==> src/rtl/pushbutton_conditioner.sv <==
// -----------------------------------------------------------------------------
// pushbutton_conditioner
//
// Conditions four asynchronous, bouncing pushbutton levels into a clean button
// word for the processor. Each bit is synchronized through two flops and then
// debounced by its own counter. A level is accepted only after
// DEBOUNCE_CYCLES consecutive synchronized samples disagree with the current
// debounced level. Every accepted press (debounced 0->1) raises a one-cycle
// pulse on that bit.
//
// Optional feature, selected at compile time by the macro BTN_PRESS_LATCH_EN:
//   defined   : a sticky 4-bit latch records every press pulse until the
//               processor acknowledges with in_ack (a press on the same edge
//               as in_ack wins). pushbuttons = latch, press_pending = |latch.
//   undefined : no latch is built. pushbuttons = debounced levels,
//               press_pending = |debounced levels, in_ack is ignored.
//
// Parameters
//   DEBOUNCE_CYCLES  consecutive mismatched samples needed to accept a new
//                    level, legal range 1..15 (default 4)
//
// Ports
//   clock          system clock, all state changes on its rising edge
//   reset          synchronous, active-high reset
//   buttons_raw    raw pushbutton levels, asynchronous, 1 = pressed
//   in_ack         one-cycle strobe from the processor input read
//   pushbuttons    conditioned button word for the processor
//   press_pulse    one-cycle pulse per bit on each accepted press
//   press_pending  at least one press is available to the processor
//
// Latency: a raw level that is stable before edge E appears on the debounced
// level at edge E+DEBOUNCE_CYCLES+1. Two of those edges are spent in the
// synchronizer, and DEBOUNCE_CYCLES are spent counting.
// -----------------------------------------------------------------------------
module pushbutton_conditioner #(
  parameter int unsigned DEBOUNCE_CYCLES = 4
) (
  input  logic       clock,
  input  logic       reset,
  input  logic [3:0] buttons_raw,
  input  logic       in_ack,
  output logic [3:0] pushbuttons,
  output logic [3:0] press_pulse,
  output logic       press_pending
);

  localparam int unsigned NUM_BUTTONS = 4;

  // Counter value held when the final mismatched sample arrives. The counter
  // never reaches DEBOUNCE_CYCLES, so it cannot wrap.
  localparam logic [3:0] CNT_LAST = 4'(DEBOUNCE_CYCLES - 1);

  // IDLE: the synchronized level matches the debounced level, and the counter
  // rests at zero. COUNTING: a run of mismatched samples is being timed.
  typedef enum logic {
    IDLE     = 1'b0,
    COUNTING = 1'b1
  } deb_state_t;

  // ---------------------------------------------------------------------------
  // State
  // ---------------------------------------------------------------------------
  logic [3:0] sync1;
  logic [3:0] sync2;
  logic [3:0] deb_q;
  logic [3:0] deb_d;
  logic [3:0] pulse_q;

  logic [3:0] cnt_q   [NUM_BUTTONS];
  logic [3:0] cnt_d   [NUM_BUTTONS];
  deb_state_t state_q [NUM_BUTTONS];
  deb_state_t state_d [NUM_BUTTONS];

  // ---------------------------------------------------------------------------
  // Per-bit debounce next-state logic. The bits share no signals, so
  // simultaneous changes on several buttons are handled fully in parallel.
  // ---------------------------------------------------------------------------
  always_comb begin
    for (int i = 0; i < NUM_BUTTONS; i++) begin
      // NOTE: every output of this block gets a default before the case, so
      //       no path leaves a signal unassigned and no latch is inferred.
      deb_d[i]   = deb_q[i];
      cnt_d[i]   = cnt_q[i];
      state_d[i] = state_q[i];

      case (state_q[i])
        IDLE: begin
          cnt_d[i] = '0;
          if (sync2[i] != deb_q[i]) begin
            if (CNT_LAST == 4'd0) begin
              // A single-sample debounce accepts at once and keeps no count,
              // so the debounced level trails sync2 by one cycle.
              deb_d[i] = sync2[i];
            end else begin
              cnt_d[i]   = 4'd1;
              state_d[i] = COUNTING;
            end
          end
        end

        COUNTING: begin
          if (sync2[i] == deb_q[i]) begin
            // Bounce back to the old level: discard the partial count.
            cnt_d[i]   = '0;
            state_d[i] = IDLE;
          end else if (cnt_q[i] == CNT_LAST) begin
            // This is the DEBOUNCE_CYCLES-th consecutive mismatch: accept it.
            deb_d[i]   = sync2[i];
            cnt_d[i]   = '0;
            state_d[i] = IDLE;
          end else begin
            cnt_d[i] = cnt_q[i] + 4'd1;
          end
        end

        default: begin
          cnt_d[i]   = '0;
          state_d[i] = IDLE;
        end
      endcase
    end
  end

  // ---------------------------------------------------------------------------
  // Registers: synchronizer, debounce state and the press pulse
  // ---------------------------------------------------------------------------
  always_ff @(posedge clock) begin
    // NOTE: state registers use non-blocking assignments. Every flop then
    //       samples pre-edge values, and the sync1 -> sync2 chain stays two
    //       stages deep instead of collapsing into one.
    if (reset) begin
      sync1   <= '0;
      sync2   <= '0;
      deb_q   <= '0;
      pulse_q <= '0;
      // NOTE: the per-bit counter arrays are small register files and must be
      //       cleared explicitly. Otherwise a count that was in progress when
      //       reset arrived would carry on afterwards.
      for (int i = 0; i < NUM_BUTTONS; i++) begin
        cnt_q[i]   <= '0;
        state_q[i] <= IDLE;
      end
    end else begin
      sync1   <= buttons_raw;
      sync2   <= sync1;
      deb_q   <= deb_d;
      // A pulse marks a rising debounced level only. A falling level is silent.
      pulse_q <= deb_d & ~deb_q;
      for (int i = 0; i < NUM_BUTTONS; i++) begin
        cnt_q[i]   <= cnt_d[i];
        state_q[i] <= state_d[i];
      end
    end
  end

  assign press_pulse = pulse_q;

  // ---------------------------------------------------------------------------
  // Processor-facing word
  // ---------------------------------------------------------------------------
`ifdef BTN_PRESS_LATCH_EN
  logic [3:0] latch_q;

  // The acknowledge clears all bits first, and new presses are ORed in
  // afterwards. A press on the same edge as in_ack therefore survives.
  always_ff @(posedge clock) begin
    if (reset) begin
      latch_q <= '0;
    end else begin
      latch_q <= (in_ack ? 4'b0000 : latch_q) | pulse_q;
    end
  end

  assign pushbuttons   = latch_q;
  assign press_pending = |latch_q;
`else
  // With no latch, in_ack drives nothing. It is tied off here so the port
  // still exists for drop-in compatibility.
  logic in_ack_unused;
  assign in_ack_unused = in_ack;

  assign pushbuttons   = deb_q;
  assign press_pending = |deb_q;
`endif

endmodule
==> config.mk <==
export PLATFORM = sky130hd
export DESIGN_NAME = pushbutton_conditioner
export DESIGN_NICKNAME = d
export VERILOG_FILES = /design/src/rtl/pushbutton_conditioner.sv
export SDC_FILE = /design/constraint.sdc
export NUM_CORES = 1
export LEC_CHECK = 0
export CORE_MARGIN = 2
export CORE_UTILIZATION = 53
export DETAILED_ROUTE_END_ITERATION = 10
export PLACE_DENSITY = 0.76
export SETUP_SLACK_MARGIN = 0.05
export SKIP_LAST_GASP = 1
export SYNTH_ARGS = -nofsm -noshare
export SYNTH_HDL_FRONTEND = slang
export SYNTH_SLANG_ARGS = --single-unit
export TNS_END_PERCENT = 10
==> constraint.sdc <==
create_clock -name clock -period 1.4 [get_ports clock]
set_input_delay 0.28 -clock clock [delete_from_list [all_inputs] [get_ports clock]]
set_output_delay 0.28 -clock clock [all_outputs]
set_load 0.1 [all_outputs]
==> run_results.csv <==
group,metric,value,unit
sta,rsz0062_at_grt,"true",
synth,synth_area,0.00132,sq mm
sta,final.min_clock_period,1710,ps
routing,viasPerCell,5.24,
worst_setup_path,worstSetupStartpointType,"flop",
clock_tree,numCtsBuffers,5,
global_route,grt_first_pass_wirelength,3890,microns
worst_setup_path,required,1120,ps
die,die_area,0.00291,sq mm
sta,tns,-307,ps
die,fp.coreArea,0.00241,sq mm
routing,drt_wl_total,2330,microns
die,fp.dieW,53.9,microns
clock_tree,cts_root_buf,"clkbuf_4",
synth,syn-num-nets,132,
placed_design,port_buffers,14,
clock_tree,cts_buffer_depth,2,
synth,synth_seq_cells,36,
clock_tree,clkSinkCount,36,
run_status,violations,"negative setup slack",
worst_hold_path,min_path_type,"flop to flop",
synth,syn_inst,121,
cells_and_area,n_antenna_cell,0,
clock_tree,cts_tree,"yes",
global_route,grt.overflow.total,0,
routing,ant_nets,0,
run_status,status,"finished, violations left",
sta,finalClockSkew,14.7,ps
cells_and_area,layout.cells.non_filler,176,
global_route,grt_max_degree,21,
worst_setup_path,critPathKind,"flop to primary output",
flow_run,maxCapViolCount,0,
routing,vias,923,
worst_setup_path,path_max_fanout,2,
sta,setup_viol,1,
sta,timing.final.crit_share,122,%
die,ios,16,
global_route,grt_pass1_vias,942,
cells_and_area,n_fill_cell,163,
clock_tree,clk-insertion-delay-late,340,ps
cells_and_area,nets,156,
clock_tree,ctsHoldBuffers,0,
sta,finalWorstSetupSlack,-307,ps
cells_and_area,drive_gt1_share,19.2,%
clock_tree,h-tree-depth,2,
sta,slew_viol_final,0,
routing,drc,0,
routing,drtPass1Iterations,4,
placed_design,place_inst,168,
sta,maxSlewHeadroom,82.7,%
sta,max_freq,586,MHz
cells_and_area,fin_util,70.5,%
power_and_ir_drop,seqPwrFrac,64.4,%
power_and_ir_drop,vdd_drop_max,0.721,mV
power_and_ir_drop,p_comb_share,3.4,%
die,row_count,18,
clock_tree,clk_pin_slew,110,ps
synth,synth_cell_types,24,
global_route,track_usage,19.8,%
worst_setup_path,crit_arrival,1430,ps
power_and_ir_drop,p_leak,0.666,nW
routing,wl_per_cell,13.3,microns
power_and_ir_drop,p_int,1.27,mW
die,start_util,54.8,%
cells_and_area,areaGrowthSynthToFinish,28.5,%
power_and_ir_drop,power.density,956,mW/mm^2
sta,hold_viol_final,0,
sta,worstMarginPinSlew,257,ps
placed_design,dp_slack,1.08,ps
placed_design,place_area,0.00165,sq mm
power_and_ir_drop,swShare,22.0,%
synth,yosysWarnings,0,
synth,seq_area_frac_synth,54.5,%
power_and_ir_drop,p_clk_share,32.2,%
power_and_ir_drop,total_power,1.62,mW
power_and_ir_drop,p_sw,0.358,mW
sta,hold_slack,445,ps
cells_and_area,final_area,0.00170,sq mm
routing,drt_iter0_markers,7,
placed_design,post-dp-hpwl,1690,microns
worst_setup_path,critPathCaptureType,"primary output",
die,fp.dieH,53.9,microns
placed_design,place.gp.congestion,0.704,
synth,synth.avg_cell_area,10.9,sq um
global_route,antenna_found_initial,0,
==> timing repair <==
action	in CTS	in global routing
buffers inserted	0	0
setup endpoints to repair	1	3
resized for setup	0	0
gates cloned	0	0
==> registers in the layout, summed over array words and instances (netlist names) <==
signal and cells:
sync1 4, state_q 4, sync2 4, press_pulse 4, pushbuttons 4, cnt_q 16
==> layout by cell type (no fill, tap or decap) <==
cell and count:
dfxtp_4 3, nand4bb_1 4, nand3b_1 6, nor3b_2 1, and4bb_1 1, clkbuf_4 5
o21ai_0 3, inv_1 1, dfxtp_2 1, buf_12 10, ha_1 4, mux2i_1 3
and3b_1 3, a21boi_0 3, nand2_1 4, clkdlybuf4s50_1 5, buf_4 4, a21boi_1 1
nor4b_1 4, a21oi_1 3, xor2_1 8, clkbuf_1 2, nor2b_1 8, nand3_1 4
nor2_1 13, dfxtp_1 32, a211oi_1 1, mux2_2 2, or4_4 1, nand2b_1 5
clkinv_2 1
==> cell usage after synthesis <==
| cell type | n | area share [%] |
|---|---|---|
| dfxtp_1 | 36 | 55 |
| nor2_1 | 13 | 3.7 |
| nor2b_1 | 8 | 3.8 |
| xor2_1 | 8 | 5.3 |
| nand3b_1 | 6 | 3.4 |
| nand2b_1 | 5 | 2.4 |
| ha_1 | 4 | 3.8 |
| nand2_1 | 4 | 1.1 |
| nand3_1 | 4 | 1.5 |
| nand4bb_1 | 4 | 3.4 |
| nor4b_1 | 4 | 2.7 |
| a21boi_0 | 3 | 1.7 |
| a21oi_1 | 3 | 1.1 |
| and3b_1 | 3 | 2.0 |
| mux2i_1 | 3 | 2.3 |
| o21ai_0 | 3 | 1.1 |
| clkbuf_1 | 2 | 0.57 |
| mux2_2 | 2 | 1.7 |
| a211oi_1 | 1 | 0.57 |
| a21boi_1 | 1 | 0.57 |
| and4bb_1 | 1 | 0.95 |
| inv_1 | 1 | 0.28 |
| nor3b_2 | 1 | 0.95 |
| or4_1 | 1 | 0.57 |
==> cell type report <==
class,count,area [sq um],share of cell area (%)
clock buffers,7,45.0,2.65
multi-input cells,82,593,34.9
repair buffers,19,280,16.5
well taps,30,37.5,2.21
inverters,1,3.75,0.221
flip-flops and latches,36,733,43.2
clock inverters,1,5.00,0.295
==> power groups by stage <==
stage / sequential (mW) / clock [mW] / combinational (mW)
floorplan: 1.07 / 0 / 0.0272
global placement: 1.07 / 0 / 0.0530
detailed placement: 1.07 / 0 / 0.0554
CTS: 1.05 / 0.540 / 0.0557
global route: 1.05 / 0.572 / 0.0609
finish: 1.05 / 0.522 / 0.0554
==> kinds of logic after synthesis <==
group / Yosys count / share of synthesized area (%)
AOI/OAI and AO/OA: 11 / 5.11
DFF: 36 / 54.5
xor gates and xnor gates: 8 / 5.30
adders and majority gates: 4 / 3.79
muxes: 5 / 3.98
buffers and inverters: 3 / 0.852
and+or+nand+nor: 54 / 26.4
==> per-layer routing <==
| layer | vias to the layer above | wire length (microns) | global-route usage (%) |
|---|---|---|---|
| li1 | 471 | - | - |
| met1 | 426 | 1000 | 21.7 |
| met2 | 19 | 1170 | 31.3 |
| met3 | 7 | 94 | 6.39 |
| met4 | 0 | 61 | 15.8 |
| met5 | - | 0 | 0 |
==> critical path: stages (launching register included) <==
cell and delay, ps:
dfxtp_4 350, or4_4 540, buf_12 180
==> worst paths after layout <==
check / startpoint / endpoint / slack, ps / depth (start not counted)
max: pushbuttons[1] / press_pending / -310 / 2
min: sync1[0] / sync2[0] / 450 / 1
max reg2reg: cnt_q[3][0] / cnt_q[3][0] / 90 / 4
min reg2reg: sync1[0] / sync2[0] / 450 / 1
No activity file was read; power rests on OpenSTA's default activity.
==> RTL change 1 (same settings) <==
Add an input register stage for `buttons_raw`, with the module's reset; this delays it by one clock. The other inputs are not delayed to match.
--- a/src/rtl/pushbutton_conditioner.sv
+++ b/src/rtl/pushbutton_conditioner.sv
@@ -57,4 +57,14 @@
     COUNTING = 1'b1
   } deb_state_t;
+
+  logic [3:0] buttons_raw_q;
+
+  always_ff @(posedge clock) begin
+    if (reset) begin
+      buttons_raw_q <= '0;
+    end else begin
+      buttons_raw_q <= buttons_raw;
+    end
+  end
 
   // ---------------------------------------------------------------------------
@@ -142,5 +152,5 @@
       end
     end else begin
-      sync1   <= buttons_raw;
+      sync1   <= buttons_raw_q;
       sync2   <= sync1;
       deb_q   <= deb_d;
Check against the original RTL: not equivalent (a bounded check fails within 10 cycles, from zero or initial values and one cycle with reset high).
==> RTL change 1 against the unedited design <==
The run still ends with setup timing left. Final area is 9.2% higher. Area after synthesis is 11% higher. Worst setup slack improved by 0.013 ns. Total power up 11%. Critical path depth unchanged. Routed wire length fell by 3.6%. Sequential cell count up 4.
==> RTL change 1: results (changes against the unedited design) <==
metric,value,unit,change
Placement Setup Slack,-0.125,ns,was 0.00108 ns
CP max-delay cell,or4_4,,unchanged
Global Route Usage Sum,0.167,,was 0.198
first-pass GRT wire length,4.08,mm,was 3.89 mm
DRT iter0 DRCs,16,,was 7
share of post-route cells with drive strength above 1,0.217,,was 0.192
GPL Wtd Cong,0.725,,was 0.704
Setup TNS Final,-0.294,ns,was -0.307 ns
Syn Nets,145,,was 132
setup ws final,-0.294,ns,was -0.307 ns
placed cells,184,,was 168
hold path start,buttons_raw_q[3],,was sync1[0]
number of vias per cell,5.28,,was 5.24
Final HPWL DP,1.70,mm,was 1.69 mm
number of post-CTS setup repair buffers,0,,unchanged
Post-Route WL,2.25,mm,was 2.33 mm
Reg-to-Reg End,cnt_q[2][0],,was cnt_q[3][0]
failing checks,setup timing,,unchanged
"Avg Cell Area, Syn",10.9,µm²,about the same
r2r setup slk,0.13,ns,was 0.09 ns
Area contributors post-synth,"dfxtp_1 (55%), nor2b_1 (5.1%), xor2_1 (4.8%)",,"was dfxtp_1 (55%), xor2_1 (5.3%), ha_1 (3.8%)"
post-synth cell types,26,,was 24
status,"complete, but fails checks",,unchanged
Setup crit start,pushbuttons[3],,was pushbuttons[1]
final setup vio count,1,,unchanged
register area share after synthesis,0.546,,was 0.545
Max Clock Skew,0.00813,ns,was 0.0147 ns
CP arrival,1.41,ns,was 1.43 ns
Vias,1013,,was 923
reg2reg start,cnt_q[2][0],,was cnt_q[3][0]
Least-Margin Pin Slew,0.288,ns,was 0.257 ns
Nets,171,,was 156
largest net degree at the start of global routing,12,,was 21
worst vdd ir,0.843,mV,was 0.721 mV
WHS Endpoint,sync1[3],,was sync2[0]
top cells by instance count after synthesis,"dfxtp_1 (40), nor2_1 (14), nor2b_1 (12)",,"was dfxtp_1 (36), nor2_1 (13), nor2b_1 (8), xor2_1 (8), nand3b_1 (6)"
Placed Area,0.00180,mm²,was 0.00165 mm²
-- RTL change 1: cell types whose count changed in the layout (fill, tap and decap cells not counted), moves of 3 or more --
| cell | before | now |
|---|---|---|
| buf_4 | 4 | 8 |
| dfxtp_1 | 32 | 36 |
| nor2b_1 | 8 | 12 |
| a21boi_0 | 3 | 0 |
| a21boi_1 | 1 | 4 |
| and3b_1 | 3 | 0 |
| nor3b_2 | 1 | 4 |
-- RTL change 1: cell families after synthesis --
group | after synthesis | synth area share
compound gates | 12 | 0.0512
mux | 4 | 0.0290
buf+inv | 5 | 0.0162
fa+ha+maj | 4 | 0.0341
xor+xnor | 8 | 0.0478
flops | 40 | 0.546
simple gates | 61 | 0.276
-- RTL change 1: layer usage --
metal / wire (µm) / GRT usage / share of wire
met1: 966 / 0.183 / 0.43
met2: 1160 / 0.286 / 0.51
met3: 89 / 0.0691 / 0.040
met4: 35 / 0.0612 / 0.016
met5: 0 / 0 / 0
-- RTL change 1: per-stage QoR --
step	util	hold WS (ns)
after floorplan	-	0.408
after global placement	0.668	0.417
after detailed placement	0.668	0.420
after CTS	0.690	0.445
after global routing	0.690	0.457
final	0.690	0.443
-- RTL change 1: power breakdown --
part           internal [mW]  switching [mW]  leakage, nW
Sequential              1.15         0.00770        0.327
Clock                  0.248           0.341       0.0326
Combinational         0.0375          0.0216        0.356
-- RTL change 1: critical path, delay by kind of cell, from the launching register on --
family                 cells  cell delay (ns)
DFF                        1             0.36
buffers and inverters      1             0.18
and+or+nand+nor            1             0.54
-- RTL change 1: cell type report --
class	count	area [µm²]
Clock buffer	8	58.8
Fill cell	217	832
Inverter	2	7.51
Multi-Input combinational cell	89	646
Sequential cell	40	813
Tap cell	31	38.8
Timing Repair Buffer	22	290
==> RTL change 2 (same settings) <==
Made on the original files. Add a define of `BTN_PRESS_LATCH_EN`.
--- a/src/rtl/pushbutton_conditioner.sv
+++ b/src/rtl/pushbutton_conditioner.sv
@@ -33,4 +33,6 @@
 // synchronizer, and DEBOUNCE_CYCLES are spent counting.
 // -----------------------------------------------------------------------------
+`define BTN_PRESS_LATCH_EN
+
 module pushbutton_conditioner #(
   parameter int unsigned DEBOUNCE_CYCLES = 4
Function: changed (Yosys sat finds a counterexample within 10 cycles, from zero or initial values and one cycle with reset high).
==> RTL change 2 against the unedited design <==
Area after synthesis is 12% higher. Critical endpoint unchanged. Routed wire length is 5.3% lower. Non-clock buffer count is 1 lower. Largest cell class unchanged. Sequential cell count is 4 higher. The run still ends with setup timing left. Total power is 11% higher. Worst setup slack better by 0.011 ns. Final area is 9.1% higher. First-iteration DRC count is 57% higher.
==> RTL change 2: results (changes against the unedited design) <==
metric,value,unit,change
status,"complete, but fails checks",,unchanged
failing checks,setup timing,,unchanged
Port Buffer Count,15,,was 14
Synth Area in Compound Gates,0.0608,,was 0.0511
Post-Route M1 WL,1.02,mm,was 1.00 mm
placed cells,183,,was 168
Post-Synth XOR/XNOR Area,0.0473,,was 0.0530
Setup TNS Final,-0.296,ns,was -0.307 ns
Setup crit start,pushbuttons[2],,was pushbuttons[1]
Psw,0.373,mW,was 0.358 mW
sequential cell power,1.16,mW,was 1.05 mW
vias in the first global route,967,,was 942
WHS Endpoint,sync2[3],,was sync2[0]
post-synth cell types,26,,was 24
Placed Area,0.00179,mm²,was 0.00165 mm²
top cells by instance count after synthesis,"dfxtp_1 (40), nor2_1 (20), nor2b_1 (8), xor2_1 (8), a21oi_1 (7)",,"was dfxtp_1 (36), nor2_1 (13), nor2b_1 (8), xor2_1 (8), nand3b_1 (6)"
Syn Nets,149,,was 132
fill count,228,,was 163
GPL Wtd Cong,0.711,,was 0.704
met3 usage,0.0415,,was 0.0639
number of post-CTS setup repair buffers,1,,was 0
Final HPWL DP,1.64,mm,was 1.69 mm
final setup vio count,1,,unchanged
setup ws final,-0.296,ns,was -0.307 ns
Global Route Usage Sum,0.158,,was 0.198
multi-input logic area,654,µm²,was 593 µm²
r2r setup slk,0.16,ns,was 0.09 ns
largest net degree at the start of global routing,26,,was 21
DR WL/cell,11.5,µm,was 13.3 µm
Pleak,0.710,nW,was 0.666 nW
RTL change 2: cell types whose count changed after synthesis, sizes merged, moves of 2 or more:
cell,change
a21oi,+4
and3,+3
and3b,-3
and4bb,+3
buf,+2
dfxtp,+4
inv,+2
nand4bb,-3
nor2,+7
nor3b,+3
nor4b,-3
RTL change 2: final cells by class:
| class | count | share of cell area |
|---|---|---|
| Sequential cell | 40 | 0.439 |
| Multi-Input combinational cell | 92 | 0.353 |
| Timing Repair Buffer | 18 | 0.149 |
| Clock buffer | 8 | 0.0318 |
| Tap cell | 31 | 0.0209 |
| Inverter | 3 | 0.00608 |
RTL change 2: cell families (layout without fill, tap and decap cells):
group | Yosys count | count (layout)
AOI/OAI and AO/OA | 15 | 15
xor gates and xnor gates | 8 | 8
adders and majority gates | 4 | 4
buffers and inverters | 6 | 29
DFF | 40 | 40
muxes | 5 | 5
and+or+nand+nor | 60 | 60
